[src/rtl/pbg_tx.sv]
// pbg_tx: serial parity-framed transmitter sending start, data MSB first, parity, stop
module pbg_tx #(
  parameter int DATA_W = 4,
  parameter int CLKS_PER_BIT = 1,
  parameter bit PARITY_ODD = 0
) (
  input  logic              clk,
  input  logic              rst,
  input  logic [DATA_W-1:0] data,
  input  logic              valid,
  output logic              ready,
  output logic              tx,
  output logic              p,
  output logic              busy,
  output logic              done
);
  localparam int CW = CLKS_PER_BIT > 1 ? $clog2(CLKS_PER_BIT + 1) : 1;
  localparam int IW = DATA_W > 1 ? $clog2(DATA_W + 1) : 1;
  typedef enum logic [2:0] {IDLE, START, DATA, PARITY, STOP} state_t;
  state_t state;
  logic [CW-1:0] cnt;
  logic [IW-1:0] idx;
  logic [DATA_W-1:0] sh;
  logic [DATA_W-1:0] sh_nxt;
  logic last;
  logic par;
  assign last = cnt == CW'(CLKS_PER_BIT - 1);
  assign par = PARITY_ODD ? ~^data : ^data;
  assign sh_nxt = sh << 1;
  always_ff @(posedge clk or posedge rst) begin
    if (rst) begin
      state <= IDLE;
      cnt <= '0;
      idx <= '0;
      sh <= '0;
      ready <= 1'b1;
      tx <= 1'b1;
      p <= 1'b0;
      busy <= 1'b0;
      done <= 1'b0;
    end else begin
      cnt <= (state == IDLE || last) ? '0 : cnt + CW'(1);
      done <= 1'b0;
      case (state)
        IDLE: if (valid) begin
          sh <= data;
          p <= par;
          state <= START;
          tx <= 1'b0;
          ready <= 1'b0;
          busy <= 1'b1;
        end
        START: if (last) begin
          state <= DATA;
          idx <= '0;
          tx <= sh[DATA_W-1];
        end
        DATA: if (last) begin
          sh <= sh_nxt;
          idx <= idx + IW'(1);
          state <= idx == IW'(DATA_W - 1) ? PARITY : DATA;
          tx <= idx == IW'(DATA_W - 1) ? p : sh_nxt[DATA_W-1];
        end
        PARITY: if (last) begin
          state <= STOP;
          tx <= 1'b1;
          done <= CLKS_PER_BIT == 1;
        end
        STOP: if (last) begin
          state <= IDLE;
          ready <= 1'b1;
          busy <= 1'b0;
        end else begin
          done <= cnt == CW'(CLKS_PER_BIT - 2);
        end
        default: state <= IDLE;
      endcase
    end
  end
endmodule
[config.mk]
export PLATFORM = sky130hd
export DESIGN_NAME = pbg_tx
export DESIGN_NICKNAME = d
export VERILOG_FILES = /design/src/rtl/pbg_tx.sv
export SDC_FILE = /design/constraint.sdc
export NUM_CORES = 1
export LEC_CHECK = 0
export BUFFER_PORTS_ARGS = -buffer_cell sky130_fd_sc_hd__buf_2
export CORE_AREA = 5 5 43 60
export CTS_CLUSTER_SIZE = 28
export DETAILED_ROUTE_END_ITERATION = 8
export DIE_AREA = 0 0 48 65
export PLACE_DENSITY_LB_ADDON = 0.2
export SETUP_SLACK_MARGIN = 0.1
export SLEW_MARGIN = 25
export SYNTH_ARGS = -nofsm -noshare
export SYNTH_HDL_FRONTEND = slang
export SYNTH_SLANG_ARGS = --single-unit
[constraint.sdc]
create_clock -name clk -period 1.53 [get_ports clk]
set_clock_uncertainty 0.15 [all_clocks]
set_input_delay 0.153 -clock clk [delete_from_list [all_inputs] [get_ports clk]]
set_output_delay 0.153 -clock clk [all_outputs]
set_load 0.005 [all_outputs]
# Yosys cells after proc, flatten, opt, wreduce, memory -nomap -nowiden
# Cells that the tools add are included.
word_totals:
  word_cells: 61
  inputBits: 7
  register_bits: 16
  out_inout_bits: 5
op_classes:
  add_sub_neg: 2
  bitwise_logic: 1
  eq_ne: 10
  reduce_logical: 13
  n_mux: 26
ops:
  columns: ["op", "count"]
  rows:
  - ["3-bit 2-to-1 mux", 6]
  - ["3-bit one-hot mux with 5 select lines", 1]
  - ["1-bit 2-to-1 mux", 11]
  - ["2-bit inequality test, second input constant", 5]
  - ["5-bit AND reduction", 2]
  - ["3-bit by 2-bit == test with 1-bit output, second input constant", 3]
  - ["3-bit AND reduction", 3]
  - ["4-bit 2-to-1 mux", 2]
  - ["4-bit one-hot mux with 2 select lines", 1]
  - ["1-bit one-hot mux with 2 select lines", 3]
  - ["3-bit one-hot mux with 2 select lines", 1]
  - ["2-bit nonzero test", 3]
  - ["1-bit one-hot mux with 4 select lines", 1]
  - ["4-bit nonzero test", 1]
  - ["4-bit parity", 1]
  - ["3-bit by 1-bit adder with 3-bit output, second input constant", 1]
  - ["3-bit by 1-bit == test with 1-bit output, second input constant", 1]
  - ["3-bit == test, second input constant", 1]
  - ["3-bit logical NOT", 1]
  - ["2-bit AND reduction", 1]
  - ["1-bit adder, second input constant", 1]
  - ["1-bit logical OR", 1]
  - ["1-bit inverter", 1]

# Logic depth before layout (Yosys ltp)
depth:
  ltp_word: 4
  depth_mapped: 5
  depth_no_buf: 5

# Worst setup path after synthesis
# Ideal clock, no wire load.
synth_timing:
  kind: "flip-flop to flip-flop"
  startpoint: "reg state[0]"
  endpoint: "reg sh[1]"
  path_stages_with_launch: 4
  period_less_slack_ps: 1543
  required_time_ps: 1255
  setup_time_ps: 125
  slack_ps: -13
  path_buffers: 0
  t_arrival_ps: 1268
  cell_sequence: "dfrtp_1 nor3b_2 mux2_1 mux2_2"
synth_via:
  elab_chain_len: 3
  elab_cells_between_ends: 7
  classes_between: "eq/ne: 3; mux: 1; reduce/logical: 3"
synth_rtl:
  columns: ["element", "line_no", "rtl"]
  rows:
  - ["from (decl)", "20", "state_t state;"]
  - ["from (signal assigned)", "61", "state <= idx == IW'(DATA_W - 1) ? PARITY : DATA;"]
  - ["3-bit by 2-bit == test with 1-bit output or 3-bit logical NOT (tied branches)", "44", "case (state)"]
  - ["2-bit inequality test (no source line) or 2-bit nonzero test (tied branches)", null, null]
  - ["3-bit AND reduction (no source line)", null, null]
  - ["to (signal assigned)", "46", "sh <= data;"]
  - ["to (signal assigned)", "59", "sh <= sh_nxt;"]
  - ["to (decl)", "23", "logic [DATA_W-1:0] sh;"]
# Several ways; a longest one is shown, not always the timed one.
# A chain may end at the register's enable or synchronous reset.

# Worst setup path in the final report
# Same ends and word-level chain as after synthesis.

==> out/qor.yml <==
switching_power_w: 0.000825
min_to: "ready"
synth.area.top_cells: "dfrtp_1 41%, mux2_2 6.6%, dfstp_2 6.1%"
crit_arrival_ns: 1.62
use_met2_pct: 20.9
grt_start_max_net_pins: 17
synthArstFlopShare_pct: 100
min_from: "valid"
top_usage_layer: "met2"
rrSetupSlack_ns: -0.06
intPower_w: 0.00156
rsz0062_at_grt: "yes"
slowest_stage: "dfrtp_1"
first_global_vias: 647
final.min_clock_period_ns: 1.59
cts_tree: "built"
critPathTopFamily: "multiplexers"
grt_util_met1_pct: 15.3
antenna_found_initial: 0
path_class: "flip-flop to flip-flop"
drv_slew: 0
final_antenna_net_count: 0
r2r_end: "sh[1]"
p_per_area_nw_per_um2: 1960
final-setup-viol-count: 4
p_seq_share_pct: 30.9
buffer_ports.inserted: 11
gp_congestion: 0.719
hold_path.class: "primary input to flip-flop"
start_util_pct: 41.9
cts.path.max_buffers: 2
die_y_um: 65
firstDrtPassIters: 4
cts_root_buf: "clkbuf_4"
ys_seq_area_share_pct: 46.9
die_area_um2: 3120
fin_util_pct: 59.1
path_cells: "nor3b_4 > buf_6 > mux2_4 > mux2_2"
cp-end-kind: "flip-flop"
synthDistinctLibCells: 29
setup_slack_ns: -0.0634
clkPwrFrac_pct: 11.8
critPathBufInv: 1
cp_max_fo: 5
postSynthCellCount: 76
drive_gt1_share_pct: 55.1
dp_hpwl_um: 1210
synth_top_area_cell: "dfrtp_1"
die_w_um: 48
ir_drop_uv: 1210
synth_warnings: 0
grt_pass1_wl_um: 2850
synth-edff-count: 0
clk_pin_slew_ns: 0.10
syn_nets: 85
post-place-ws_ns: -0.0735
grt-ovfl-total: 0
required_ns: 1.56
status: "finished, violations left"
placementRows: 20
viasPerCell: 5.05
setup.worst_path.start_class: "flip-flop"
r2r_start: "state[0]"
clk_latency_ns: 0.28
fmax_ghz: 0.628
fill_cells: 184
cts.sinks: 16
syn_area_um2: 860
maxCapViolations: 0
use_met3_pct: 1.67
p_sw_share_pct: 34.6
violations: "negative setup slack"
maxSlewHeadroom_pct: 60.8
cts_made_buffers: 3
route.detailed.drc: 0
core_area_um2: 2050
finalCritPeriodShare_pct: 104
vias: 651
leakagePower_nw: 0.560
synthMostInstantiatedCell: "dfrtp_1"
io_pins: 12
instances_no_fill: 129
syn_avg_cell_area_um2: 11.3
synth_top_area_share_pct: 40.8
drt_iter0_markers: 15
antenna_cells: 0
cp.depth: 4
synth_common_cells: "14 x dfrtp_1, 5 x inv_1, 5 x mux2_2"
cts_max_level: 1
track_usage_pct: 12.5
layout.nets: 117
ys_seq_elements: 16
p_comb_share_pct: 57.3
drt-total-wl_um: 1840
cpPeakStageDelay_ns: 0.44
r2r_cells: 4
area_growth_pct: 41.2
synth_ff_type: "dfrtp_1"
hold_violations: 0
wl_per_cell_um: 14.2
hold_path_depth: 3
dpl.cell_count: 117
crit_path_start: "state[0]"
worstMarginPinSlew_ns: 0.587
==> kinds of logic after synthesis <==
kind of cell,after synthesis,share of synthesized area (%)
buffers and inverters,8,3.93
adders and majority gates,2,2.91
AOI/OAI and AO/OA,16,15.0
and+or+nand+nor,20,15.1
xor gates and xnor gates,4,4.08
other,1,0.436
muxes,9,11.6
DFF,16,46.9
==> how the worst max path moves through the flow <==
stage / endpoint / slack [ns]
floorplan: sh[0] / 0.01
global placement: sh[0] / -0.08
detailed placement: sh[0] / -0.07
CTS: sh[3] / -0.05
global route: sh[1] / -0.12
finish: sh[1] / -0.06
==> worst min-delay path: stages <==
cell and delay (ns):
buf_2 0.14, a21bo_2 0.13, nand2_1 0.05
==> power groups by stage <==
stage / Combinational, W / Sequential (W) / Clock, W
finish: 0.00137 / 0.000736 / 0.000282
global route: 0.00148 / 0.000761 / 0.000303
CTS: 0.00111 / 0.000723 / 0.000284
detailed placement: 0.00101 / 0.000729 / 0
global placement: 0.000996 / 0.000725 / 0
floorplan: 0.000679 / 0.000720 / 0
==> flip-flops by register name (all words and copies together), names as in the netlist <==
signal,cells
cnt,1
busy,1
done,1
sh,4
idx,3
tx,1
state,3
ready,1
p,1
==> layer usage <==
| metal | vias to the layer above | share of wire (%) |
|---|---|---|
| met4 | 0 | 3.0 |
| met5 | - | 0 |
| li1 | 326 | - |
| met1 | 315 | 40 |
| met3 | 4 | 1.7 |
| met2 | 6 | 55 |
==> cells in the final DEF, fill, tap and decap left out, drive strengths merged, types with 3 or more instances in the layout <==
master,count
o21ai,3
mux2,8
buf,29
xnor2,4
dfrtp,14
inv,5
clkbuf,4
nor2,4
a22o,3
nand2b,4
nand2,4
==> stage by stage <==
stage	instance area [um^2]	TNS [ns]	power, W	hold slack (ns)
after floorplan	868	0	0.00140	-0.0847
after global placement	1020	-0.322	0.00172	0.0967
after detailed placement	1020	-0.286	0.00174	0.106
after CTS	1100	-0.195	0.00212	0.0331
after global routing	1210	-0.424	0.00255	0.0441
final	1210	-0.195	0.00238	0.0421
==> area by class of cell <==
class	count	area [um^2]	share of cell area, %
clock buffers	4	36.3	2.99
multi-input cells	52	508	41.9
flip-flops and latches	16	404	33.3
repair buffers	30	219	18.0
well taps	22	27.5	2.27
inverters	5	18.8	1.55
==> timing repair <==
item                                    4_1_cts  5_1_grt
gates resized for setup                       6       15
hold buffers                                  1        0
pin swaps                                     1        9
buffers inserted                              1        6
endpoints found under the setup margin        8       11
hold endpoints to repair                     14        0
Note: power is estimated with default switching activity, not from simulation.
